--- src/rtl/seg_addsub_pkg.sv ---
// Shared types and helpers for the segmented adder/subtractor.
// Saturation is enabled by defining SEG_ADDSUB_SAT_EN.
package seg_addsub_pkg;

   typedef enum logic [1:0] {
      IDLE,
      RUN,
      DONE
   } seg_state_e;

   localparam logic OP_ADD = 1'b0;
   localparam logic OP_SUB = 1'b1;

   function automatic int unsigned nseg(input int unsigned width, input int unsigned seg_w);
      return (seg_w == 0) ? 0 : width / seg_w;
   endfunction

endpackage

--- src/rtl/seg_addsub_if.sv ---
// Operand/result handshake bundle for seg_addsub.
interface seg_addsub_if #(
   parameter int unsigned WIDTH = 32
);

   logic             in_valid;
   logic             in_ready;
   logic [WIDTH-1:0] a;
   logic [WIDTH-1:0] b;
   logic             sub;
   logic             out_valid;
   logic             out_ready;
   logic [WIDTH-1:0] sum;
   logic             cout;
   logic             ovf;
   logic             zero;

   modport master (
      output in_valid, a, b, sub, out_ready,
      input  in_ready, out_valid, sum, cout, ovf, zero
   );

   modport slave (
      input  in_valid, a, b, sub, out_ready,
      output in_ready, out_valid, sum, cout, ovf, zero
   );

endinterface

--- src/rtl/seg_add_slice.sv ---
// Combinational SEG_W-bit adder used once per cycle on the selected segment.
module seg_add_slice #(
   parameter int unsigned SEG_W = 8
) (
   input  logic [SEG_W-1:0] a,
   input  logic [SEG_W-1:0] b,
   input  logic             cin,
   output logic [SEG_W-1:0] sum,
   output logic             cout
);

   always_comb begin
      {cout, sum} = {1'b0, a} + {1'b0, b} + {{SEG_W{1'b0}}, cin};
   end

endmodule

--- src/rtl/seg_addsub.sv ---
// Multi-cycle add/sub processing SEG_W bits per clock, LS segment first.
// Define SEG_ADDSUB_SAT_EN to saturate the result on signed overflow.
module seg_addsub
   import seg_addsub_pkg::*;
#(
   parameter int unsigned WIDTH = 32,
   parameter int unsigned SEG_W = 8
) (
   input logic         clk,
   input logic         rst_n,
   seg_addsub_if.slave bus
);

   localparam int unsigned NSEG  = nseg(WIDTH, SEG_W);
   localparam int unsigned IDX_W = (NSEG > 1) ? $clog2(NSEG) : 1;
   localparam logic [IDX_W-1:0] LAST_IDX = IDX_W'(NSEG - 1);

   if (SEG_W < 1 || SEG_W > WIDTH || (WIDTH % SEG_W) != 0) begin : g_bad_width
      $error("seg_addsub: WIDTH must be a positive multiple of SEG_W");
   end

`ifdef SEG_ADDSUB_SAT_EN
   localparam logic [WIDTH-1:0] SAT_MIN = WIDTH'(1) << (WIDTH - 1);
   localparam logic [WIDTH-1:0] SAT_MAX = ~SAT_MIN;
`endif

   seg_state_e       state_q, state_d;
   logic [IDX_W-1:0] idx_q, idx_d;
   logic [WIDTH-1:0] a_q, a_d;
   logic [WIDTH-1:0] b_q, b_d;
   logic [WIDTH-1:0] sum_q, sum_d;
   logic             carry_q, carry_d;
   logic             sub_q, sub_d;
   logic             cout_q, cout_d;
   logic             ovf_q, ovf_d;
   logic             zero_q, zero_d;
   logic             in_ready_q, in_ready_d;
   logic             out_valid_q, out_valid_d;

   logic [31:0]      seg_lo;
   logic [SEG_W-1:0] seg_a, seg_b, seg_s;
   logic             seg_c;

   // One shared adder; the active segment is selected by idx_q.
   always_comb begin
      seg_lo = 32'(idx_q) * SEG_W;
      seg_a  = a_q[seg_lo +: SEG_W];
      seg_b  = b_q[seg_lo +: SEG_W];
   end

   seg_add_slice #(
      .SEG_W (SEG_W)
   ) u_slice (
      .a    (seg_a),
      .b    (seg_b),
      .cin  (carry_q),
      .sum  (seg_s),
      .cout (seg_c)
   );

   always_comb begin
      state_d     = state_q;
      idx_d       = idx_q;
      a_d         = a_q;
      b_d         = b_q;
      sum_d       = sum_q;
      carry_d     = carry_q;
      sub_d       = sub_q;
      cout_d      = cout_q;
      ovf_d       = ovf_q;
      zero_d      = zero_q;
      in_ready_d  = in_ready_q;
      out_valid_d = out_valid_q;

      unique case (state_q)
         IDLE: begin
            if (bus.in_valid && in_ready_q) begin
               a_d        = bus.a;
               b_d        = (bus.sub == OP_SUB) ? ~bus.b : bus.b;
               carry_d    = bus.sub;
               sub_d      = bus.sub;
               idx_d      = '0;
               in_ready_d = 1'b0;
               state_d    = RUN;
            end
         end

         RUN: begin
            sum_d[seg_lo +: SEG_W] = seg_s;
            carry_d                = seg_c;
            if (idx_q == LAST_IDX) begin
               // Flags are taken from the fully assembled result on the DONE-entry edge.
               cout_d = seg_c ^ sub_q;
               ovf_d  = (a_q[WIDTH-1] == b_q[WIDTH-1]) && (sum_d[WIDTH-1] != a_q[WIDTH-1]);
`ifdef SEG_ADDSUB_SAT_EN
               if (ovf_d) begin
                  sum_d = a_q[WIDTH-1] ? SAT_MIN : SAT_MAX;
               end
`endif
               zero_d      = (sum_d == '0);
               idx_d       = '0;
               out_valid_d = 1'b1;
               state_d     = DONE;
            end else begin
               idx_d = idx_q + IDX_W'(1);
            end
         end

         DONE: begin
            if (bus.out_ready) begin
               out_valid_d = 1'b0;
               in_ready_d  = 1'b1;
               state_d     = IDLE;
            end
         end

         default: begin
            out_valid_d = 1'b0;
            in_ready_d  = 1'b1;
            state_d     = IDLE;
         end
      endcase
   end

   always_ff @(posedge clk or negedge rst_n) begin
      if (!rst_n) begin
         state_q     <= IDLE;
         idx_q       <= '0;
         a_q         <= '0;
         b_q         <= '0;
         sum_q       <= '0;
         carry_q     <= 1'b0;
         sub_q       <= 1'b0;
         cout_q      <= 1'b0;
         ovf_q       <= 1'b0;
         zero_q      <= 1'b0;
         in_ready_q  <= 1'b1;
         out_valid_q <= 1'b0;
      end else begin
         state_q     <= state_d;
         idx_q       <= idx_d;
         a_q         <= a_d;
         b_q         <= b_d;
         sum_q       <= sum_d;
         carry_q     <= carry_d;
         sub_q       <= sub_d;
         cout_q      <= cout_d;
         ovf_q       <= ovf_d;
         zero_q      <= zero_d;
         in_ready_q  <= in_ready_d;
         out_valid_q <= out_valid_d;
      end
   end

   assign bus.in_ready  = in_ready_q;
   assign bus.out_valid = out_valid_q;
   assign bus.sum       = sum_q;
   assign bus.cout      = cout_q;
   assign bus.ovf       = ovf_q;
   assign bus.zero      = zero_q;

endmodule

--- src/flat_wrapper.sv ---
// flat-port wrapper written by rule: the top's interface ports become plain ports
module seg_addsub_flat import seg_addsub_pkg::*;
#(
   parameter int unsigned WIDTH = 32,
   parameter int unsigned SEG_W = 8
)
  (clk, rst_n, bus_in_valid, bus_a, bus_b, bus_sub, bus_out_ready, bus_in_ready, bus_out_valid, bus_sum, bus_cout, bus_ovf, bus_zero);
  seg_addsub_if #(.WIDTH(WIDTH)) bus_i ();
  input logic clk;
  input logic rst_n;
  input wire logic [$bits(bus_i.in_valid)-1:0] bus_in_valid;
  input wire logic [$bits(bus_i.a)-1:0] bus_a;
  input wire logic [$bits(bus_i.b)-1:0] bus_b;
  input wire logic [$bits(bus_i.sub)-1:0] bus_sub;
  input wire logic [$bits(bus_i.out_ready)-1:0] bus_out_ready;
  output wire logic [$bits(bus_i.in_ready)-1:0] bus_in_ready;
  output wire logic [$bits(bus_i.out_valid)-1:0] bus_out_valid;
  output wire logic [$bits(bus_i.sum)-1:0] bus_sum;
  output wire logic [$bits(bus_i.cout)-1:0] bus_cout;
  output wire logic [$bits(bus_i.ovf)-1:0] bus_ovf;
  output wire logic [$bits(bus_i.zero)-1:0] bus_zero;
  assign bus_i.in_valid = bus_in_valid;
  assign bus_i.a = bus_a;
  assign bus_i.b = bus_b;
  assign bus_i.sub = bus_sub;
  assign bus_i.out_ready = bus_out_ready;
  assign bus_in_ready = bus_i.in_ready;
  assign bus_out_valid = bus_i.out_valid;
  assign bus_sum = bus_i.sum;
  assign bus_cout = bus_i.cout;
  assign bus_ovf = bus_i.ovf;
  assign bus_zero = bus_i.zero;
  seg_addsub #(.WIDTH(WIDTH), .SEG_W(SEG_W)) u_core (.clk(clk), .rst_n(rst_n), .bus(bus_i));
endmodule
--- config.mk ---
export PLATFORM = sky130hd
export DESIGN_NAME = seg_addsub_flat
export DESIGN_NICKNAME = d
export VERILOG_FILES = /design/src/rtl/seg_addsub_pkg.sv /design/src/rtl/seg_addsub_if.sv /design/src/rtl/seg_add_slice.sv /design/src/rtl/seg_addsub.sv /design/src/flat_wrapper.sv
export SDC_FILE = /design/constraint.sdc
export NUM_CORES = 1
export LEC_CHECK = 0
export CORE_MARGIN = 3
export CORE_UTILIZATION = 30
export DETAILED_ROUTE_END_ITERATION = 10
export PLACE_DENSITY = 0.53
export SETUP_SLACK_MARGIN = 0.3
export SLEW_MARGIN = 20
export SYNTH_ARGS = -nofsm -noshare
export SYNTH_HDL_FRONTEND = slang
export SYNTH_HIERARCHICAL = 1
export SYNTH_SLANG_ARGS = --single-unit
--- constraint.sdc ---
create_clock -name clk -period 3.8 [get_ports clk]
set_clock_uncertainty 0.15 [all_clocks]
set_input_delay 0.57 -clock clk [delete_from_list [all_inputs] [get_ports clk]]
set_output_delay 0.57 -clock clk [all_outputs]
set_load 0.05 [all_outputs]
### Word level (Yosys, flattened, before mapping)

Index checks and enable logic that the tools add are counted.
Widths: inputs -> output; s select.

* flip-flop bits (word level): 107
* input bits: 69
* logic and storage cells: 60
* bits in writable memories: 0
* output and inout port bits: 37
* bits in latches: 0
* memories: 0
* ROM bits: 0

* add/sub/neg operators: 4
* order comparisons: 0
* bitwise operators: 4
* multipliers: 0
* mux-type cells: 17
* reductions and logical operators: 11
* shift-type cells: 4
* div/mod/pow operators: 0
* equality and inequality tests: 8

Operators with widths (count)
* $shiftx 32x6->8: 2
* $neg 5->34: 1
* $shift 8x34->32 const A: 1
* $shiftx 8x34->32: 1
* $bwmux 32: 1
* $logic_not 32->1: 1
* $mux 32: 1
* $not 32->32: 1
* $mux 2: 5
* $add 8x8->9: 1
* $add 9x1->9: 1
* $reduce_and 3->1: 3
* $pmux 1 s3: 2
* $pmux 2 s3: 1
* $reduce_and 2->1: 3
* $mux 1: 5
* $eq 2x2->1 const B: 2
* $ne 2x1->1 const B: 2
* $pmux 2 s2: 1
* $add 2x1->2 const B: 1
* $eq 2x1->1 const B: 1
* $logic_and 1x1->1: 2
* $logic_not 2->1: 1
* $ne 2x2->1 const B: 1
* other kinds (6): 7

### Depth between registers and ports, before layout

* word-level depth: 7
* mapped depth: 13
* mapped depth without buffers: 11

### Cells and area by module

Netlist, hierarchy kept.

By module, submodules not included
* seg_addsub: times used 1, area each 4978.5 µm², seq. area each 2678.8 µm², cells an instance 477
* seg_add_slice: times used 1, area each 331.6 µm², seq. area each 0.0 µm², cells an instance 42

### Worst setup path after synthesis

No wires, ideal clock.

* path kind: reg2reg
* start point: reg u_core.idx_q[0]
* end point: reg u_core.zero_q, in the netlist u_core/bus.zero
* arrival time: 3569 ps
* data required time: 3555 ps
* library setup time: 95 ps
* clock period less this slack: 3815 ps
* cell stages (with the launch flop): 13
* path buffers: 2
* setup slack: -15 ps
* path through: dfrtp_1 buf_4 buf_2 mux4_2 fa_1 fa_1 a21oi_1 nor2_1 nor2_1 xnor2_1 a2111oi_2 o2111ai_1 o31ai_1

* cells in the longest elaborated chain, start to end: 6
* elaborated cells between the ends (all ways): 11
* classes of those cells: 3 x add/sub; 1 x eq/ne; 4 x shift; 1 x mux; 2 x reduce/logical

Ends and longest elaborated chain
* start: declaration: line seg_addsub.sv:28 `logic [IDX_W-1:0] idx_q, idx_d;`
* start signal: assignment: line seg_addsub.sv:141 `idx_q <= idx_d;`
* $shiftx 32x6->8: line seg_addsub.sv:47 `seg_a = a_q[seg_lo +: SEG_W];`
* named net u_core.seg_a[0]: line seg_addsub.sv:41 `logic [SEG_W-1:0] seg_a, seg_b, seg_s;`
* $add 8x8->9: line seg_add_slice.sv:13 `{cout, sum} = {1'b0, a} + {1'b0, b} + {{SEG_W{1'b0}}, cin};`
* $add 9x1->9: line seg_add_slice.sv:13
* named net u_core.seg_s[6]: line seg_addsub.sv:41
* $shiftx 8x34->32: line seg_addsub.sv:89 `sum_d[seg_lo +: SEG_W] = seg_s;`
* $bwmux 32: line seg_addsub.sv:89
* $logic_not 32->1: line seg_addsub.sv:100 `zero_d = (sum_d == '0);`
* end signal: assignment: line seg_addsub.sv:149 `zero_q <= zero_d;`
* end: declaration: line seg_addsub.sv:36 `logic zero_q, zero_d;`

The timed path passes the listed nets, and every way through them passes these cells.
A chain may end at the register's enable or synchronous reset.

### Worst setup path after layout

* start point: reg u_core.idx_q[0]
* end point: reg u_core.zero_q, in the netlist u_core/bus.zero

* cells in the longest elaborated chain, start to end: 6
* elaborated cells between the ends (all ways): 11
* classes of those cells: 3 x add/sub; 1 x eq/ne; 4 x shift; 1 x mux; 2 x reduce/logical

Ends and longest elaborated chain
* $shiftx 32x6->8: line seg_addsub.sv:48 `seg_b = b_q[seg_lo +: SEG_W];`
* named net u_core.seg_b[1]: line seg_addsub.sv:41
* $add 8x8->9: line seg_add_slice.sv:13
* $add 9x1->9: line seg_add_slice.sv:13
* named net u_core.seg_s[6]: line seg_addsub.sv:41
* $shiftx 8x34->32: line seg_addsub.sv:89
* $bwmux 32: line seg_addsub.sv:89
* $logic_not 32->1: line seg_addsub.sv:100

The timed path passes the listed nets, and every way through them passes these cells.

==> flow_metrics.env <==
export IMPL_port_buffers=105
export IMPL_rows=48
export IMPL_final_nets=706
export IMPL_r2r_start="u_core/idx_q[0]"
export IMPL_reg2reg_to="u_core/bus.zero"
export IMPL_layout_drive_gt1_share_pct=11.6
export IMPL_hpwl_mm=10.2
export IMPL_wl_mm=13.5
export IMPL_synth_most_common_cell="nand2_1"
export IMPL_r2r_cells=12
export IMPL_crit_path_frequent_cell="buf_4"
export IMPL_cp_end_kind="register"
export IMPL_period_minus_slack_ps=3350
export IMPL_path_depth=12
export IMPL_required_ps=3900
export IMPL_antenna_found_initial=0
export IMPL_die_area_um2=19300
export IMPL_ys_ff_latch=107
export IMPL_fp_dieH_um=139
export IMPL_clock_latency_ps=350
export IMPL_clock_path_buffers=2
export IMPL_drt_iter0_markers=213
export IMPL_viasPerCell=4.77
export IMPL_grt_pass1_wl_mm=22.3
export IMPL_yosys_warnings=6
export IMPL_async_flop_share_pct=100
export IMPL_min_path_type="in -> async"
export IMPL_critPathLaunch="u_core/idx_q[0]"
export IMPL_synth_commonest_cells="149 x nand2_1, 106 x dfrtp_1, 41 x o21ai_0, 35 x xnor2_1, 29 x a22o_1"
export IMPL_setup_viol=0
export IMPL_synth_fp_nets=603
export IMPL_synth_main_ff_cell="dfrtp_1"
export IMPL_grt_max_degree=102
export IMPL_worstPathMaxFanout=5
export IMPL_rrSetupSlack_ps=450
export IMPL_crit_buf_inv=3
export IMPL_hold_ws_ps=60.2
export IMPL_cts_tree="built"
export IMPL_ys_top_cells_by_area="dfrtp_1 50%, nand2_1 11%, mux4_2 6.8%"
export IMPL_endpoint="u_core/bus.zero"
export IMPL_dieWidth_um=139
export IMPL_place_congestion=0.884
export IMPL_synth_top_area_cell="dfrtp_1"
export IMPL_setup_tns_ps=0
export IMPL_vdd_drop_max_mv=0.591
export IMPL_rsz0062_at_grt="no"
export IMPL_synth_cells=519
export IMPL_wl_per_cell_um=15.9
export IMPL_path_clk_slew_ps=70
export IMPL_crit_slowest_cell="mux4_2"
export IMPL_cts_htree_levels=3
export IMPL_slew_violations=0
export IMPL_synthDistinctLibCells=50
export IMPL_synth_edf_count=0
export IMPL_synth_cell_area_um2=5310
export IMPL_synth_top_cell_area_share_pct=50.0
export IMPL_numCtsBuffers=9
export IMPL_critPathKind="reg -> reg"
export IMPL_routed_via_count=4067
export IMPL_syn_mean_instance_area_um2=10.2
export IMPL_drc_errors=0
export IMPL_fmax_mhz=298
export IMPL_powerDensity_nw_per_um2=1010
export IMPL_maxCapViolations=0
export IMPL_outcome="completed"
export IMPL_tightest_slew_ps=919
export IMPL_ys_seq_area_share_pct=50.4
export IMPL_relSlewSlack_pct=38.7
export IMPL_startpoint_type="register"
export IMPL_total_power_mw=7.19
export IMPL_io_pins=106
export IMPL_clock_root_buffer="clkbuf_16"
export IMPL_coreArea_um2=17300
export IMPL_clock_sinks=107
export IMPL_crit_arrival_ps=3460
export IMPL_cpPeakStageDelay_ps=550
export IMPL_ant_nets=0
export IMPL_final_hold_violation_count=0
export IMPL_grt_pass1_vias=4279
export IMPL_crit_family="compound AO/OA/AOI/OAI gates"
export IMPL_initial_core_util_pct=30.7
export IMPL_overflow=0
export IMPL_path_cells="buf_6 > buf_4 > mux4_2 > buf_4 > fa_2 > a21oi_2 > nor2_1 > nor2_2 > xnor2_4 > a2111oi_4 > o2111ai_1 > o31ai_1"
export IMPL_area_growth_pct=33.5
export IMPL_track_usage_pct=14.2
export IMPL_min_period_over_period_pct=88.2
export IMPL_n_antenna_cell=0
export IMPL_drt_pass1_iter_count=4
export IMPL_p_leak_nw=3.11
kinds of logic (layout without fill, tap and decap cells):
kind of cell / after synthesis / after routing / share of synthesized area, %
AO/OA/AOI/OAI: 103 / 103 / 12.7
XOR/XNOR: 37 / 37 / 6.10
adder cells (fa/ha/maj): 15 / 15 / 3.82
buffers and inverters: 35 / 143 / 3.23
flip-flops: 107 / 107 / 50.4
multiplexers: 17 / 17 / 6.97
AND/OR/NAND/NOR: 205 / 205 / 16.7
power breakdown:
group | internal [mW] | switching (mW) | leakage [nW]
clock network | 0.616 | 0.417 | 0.166
registers | 1.62 | 0.357 | 1.38
logic | 1.77 | 2.41 | 1.56
total | 4.00 | 3.18 | 3.11
how the worst min path moves through the flow:
stage	from	end	slack, ps	cells after the start
6_report	rst_n	u_core/bus.cout	60	1
5_1_grt	rst_n	u_core/state_q[1]	110	1
4_1_cts	rst_n	u_core/state_q[0]	90	1
3_5_place_dp	u_core/a_q[27]	u_core/a_q[27]	310	2
3_3_place_gp	u_core/b_q[18]	u_core/b_q[18]	310	2
2_1_floorplan	rst_n	u_core/a_q[0]	120	0
worst reg2reg max path, stage by stage (launching register included):
cell       delay [ps]
dfrtp_2           460
buf_6             140
buf_4             150
mux4_2            550
buf_4             170
fa_2              380
a21oi_2           170
nor2_1             70
nor2_2            230
xnor2_4           130
a2111oi_4         310
o2111ai_1         150
o31ai_1           200
flip-flops by register name (all words and copies together) (netlist names), 2 cells and up:
name,flops
u_core/state_q,2
u_core/b_q,32
u_core/idx_q,2
u_core/bus.sum,32
u_core/a_q,32
cell type report:
class	count	area (um2)
clock buffers	11	253
clock inverters	5	82.6
fillers	1683	10200
inverters	7	26.3
multi-input cells	377	2560
flip-flops and latches	107	2680
well taps	225	282
repair buffers	120	1200
placed cells by master (no fill, tap or decap), drive strengths merged, types with 4 or more instances in the layout:
| cell type | instances |
|---|---|
| nor2b | 4 |
| clkdlybuf4s50 | 103 |
| mux4 | 16 |
| nand2 | 149 |
| o21ai | 42 |
| buf | 17 |
| xnor2 | 35 |
| nor4 | 7 |
| a22o | 29 |
| nor2 | 15 |
| dfrtp | 106 |
| inv | 8 |
| clkbuf | 11 |
| ha | 13 |
| nor3 | 7 |
| nand3 | 8 |
| a21oi | 17 |
per-layer routing:
metal	up-vias	track usage (%)	share of wire [%]
met3	18	3.21	5.0
met2	124	23.4	49
met1	1920	19.1	45
li1	2005	-	-
met5	-	0	0
met4	0	3.71	1.4
per-stage QoR:
step / instance area (um2) / worst slack, ps / instances / util [%]
after floorplan: 5350 / 355 / 519 / -
after global placement: 6590 / 346 / 829 / 38.1
after detailed placement: 6590 / 242 / 829 / 38.1
after CTS: 6950 / 399 / 848 / 40.2
after global routing: 7090 / 299 / 852 / 41.0
final: 7090 / 447 / 852 / 41.0
timing repair:
action	4_1_cts	5_1_grt
endpoints found under the setup margin	1	2
gates resized for setup	0	20
cloned	0	0
buffers inserted	3	3
hold buffers	0	0
pin swaps	0	6
Power figures use the tool's default switching activity.
==> variant, RTL diff (same flow settings) <==
The option `SEG_ADDSUB_SAT_EN` is turned on by a define.
--- a/src/rtl/seg_addsub.sv
+++ b/src/rtl/seg_addsub.sv
@@ -1,5 +1,7 @@
 // Multi-cycle add/sub processing SEG_W bits per clock, LS segment first.
 // Define SEG_ADDSUB_SAT_EN to saturate the result on signed overflow.
+`define SEG_ADDSUB_SAT_EN
+
 module seg_addsub
    import seg_addsub_pkg::*;
 #(
Behaviour: not the same (a bounded check fails within 10 cycles, from zero or initial values and one cycle with rst_n low).
==> variant against the original RTL <==
Sequential cell count did not move. Cell area rose by 17%. Wire length up 31%. Largest power group unchanged. Core utilization rose by 0.64 points. Final cell count is 22% higher. Synthesized area grew 17%. Setup slack got worse by 360 ps. Total power rose by 20%.
==> variant: results (changes against the original RTL) <==
Outcome
  • Outcome: complete, no violations (unchanged)

Final layout
  • Non-clk bufs: 148 (was 120)
  • Ratio of cells with drive above 1 in the final layout: 16.58% (was 11.64%)
  • Reg area: 2680 um^2 (was 2681 um^2)
  • Inverters: 13 (was 7)
  • Fillers: 1955 (was 1683)
  • Multi-In Gates: 489 (was 377)
  • Multi-input gate share of total cell area: 41.58% (was 36.13%)
  • CLK BUF: 9 (was 11)
  • Signal buffers share of area: 17.91% (was 16.98%)
  • Final nets: 852 (was 706)
  • Multi-input logic area: 3446 um^2 (was 2561 um^2)
  • Clock buf/inv share: 3.578% (was 4.730%)

Synth
  • XOR/XNOR share of the synthesized area: 5.219% (was 6.103%)
  • Compound-Gate Fraction of Synth Area: 18.98% (was 12.75%)
  • Sequential area share after synthesis: 43.14% (was 50.45%)
  • Post-Synth Adder-Cell Area: 3.264% (was 3.817%)
  • Commonest cells post-synth: 156 x nand2_1, 106 x dfrtp_1, 57 x o21ai_0 (was 149 x nand2_1, 106 x dfrtp_1, 41 x o21ai_0)
  • Unique cell type count in the Yosys netlist: 66 (was 50)
  • Post-Syn Nets: 744 (was 603)
  • Synth top area cells: dfrtp_1 43%, nand2_1 9.4%, mux4_2 5.8%, xnor2_1 4.8%, o21ai_0 4.6% (was dfrtp_1 50%, nand2_1 11%, mux4_2 6.8%, xnor2_1 5.8%, a22o_1 4.8%)
  • Mux cell area share after synthesis: 6.145% (was 6.975%)
  • Syn avg cell area: 9.409 um^2 (was 10.23 um^2)

Power and ir drop
  • Max rail drop VDD: 653.1 uV (was 590.7 uV)
  • Clock share of power: 11.0% (was 14.4%)
  • Sequential fraction of design power: 22.4% (was 27.5%)
  • Pleak: 3.416 nW (was 3.107 nW)
  • Switching share of power: 46.74% (was 44.32%)
  • Total power: 8.633 mW (was 7.186 mW)

Global routing
  • Met3 usage: 3.240% (was 3.207%)
  • Tot GR Track Use: 15.67% (was 14.23%)
  • Vias in the first global route: 5150 (was 4279)
  • Pin count of the biggest net entering global routing: 99 (was 102)
  • M1 GR Usage: 21.89% (was 19.13%)
  • First-pass GRT wire length: 27700 um (was 22310 um)

Drt
  • Via count: 5279 (was 4067)
  • DRT iter0 DRCs: 305 (was 213)
  • DR WL met3: 993 um (was 669 um)
  • WL met2: 8164 um (was 6574 um)
  • Wl on met1: 8110 um (was 6074 um)
  • First-pass DRT Iterations: 5 (was 4)
  • Via-to-Cell Ratio: 5.091 (was 4.773)
  • Routed wire length: 17650 um (was 13510 um)

Floorplanning
  • Core area: 19910 um^2 (was 17300 um^2)

Placed design
  • Pre-CTS WS: -19.22 ps (was 241.6 ps)
  • Area after DPL: 7634 um^2 (was 6588 um^2)
  • GPL Wtd Cong: 0.8889 (was 0.8841)
  • Post-DP HPWL: 12750 um (was 10170 um)

Critical path
  • Worst endpoint data arrival time: 3810 ps (was 3460 ps)
  • CP max stage delay: 550 ps (about the same)

Min path
  • Worst min-delay path category: in -> async (unchanged)

Timing
  • Slew margin rel.: 32.80% (was 38.72%)
  • Setup TNS: 0 ps (unchanged)
==> variant: path summary, 6_finish.rpt <==
kind | cells past startpoint | slack (ps) | from | end
max in group asynchronous | 2 | 2630 | rst_n | u_core/bus.in_ready$_DFFE_PN1P_
hold / removal | 1 | 90 | rst_n | u_core/bus.sum[22]$_DFFE_PN0P_
min in group clk | 2 | 320 | u_core/a_q[12]$_DFFE_PN0P_ | u_core/a_q[12]$_DFFE_PN0P_
setup / recovery | 12 | 80 | u_core/idx_q[0]$_DFFE_PN0P_ | u_core/bus.zero$_DFFE_PN0P_
setup reg to reg | 12 | 80 | u_core/idx_q[0]$_DFFE_PN0P_ | u_core/bus.zero$_DFFE_PN0P_
hold reg to reg | 2 | 320 | u_core/a_q[12]$_DFFE_PN0P_ | u_core/a_q[12]$_DFFE_PN0P_
==> variant: repair_timing <==
item	4_1_cts	5_1_grt
buffers inserted	6	13
setup endpoints to repair	29	33
gates resized for setup	10	30
cloned	1	2
pin swaps	7	19
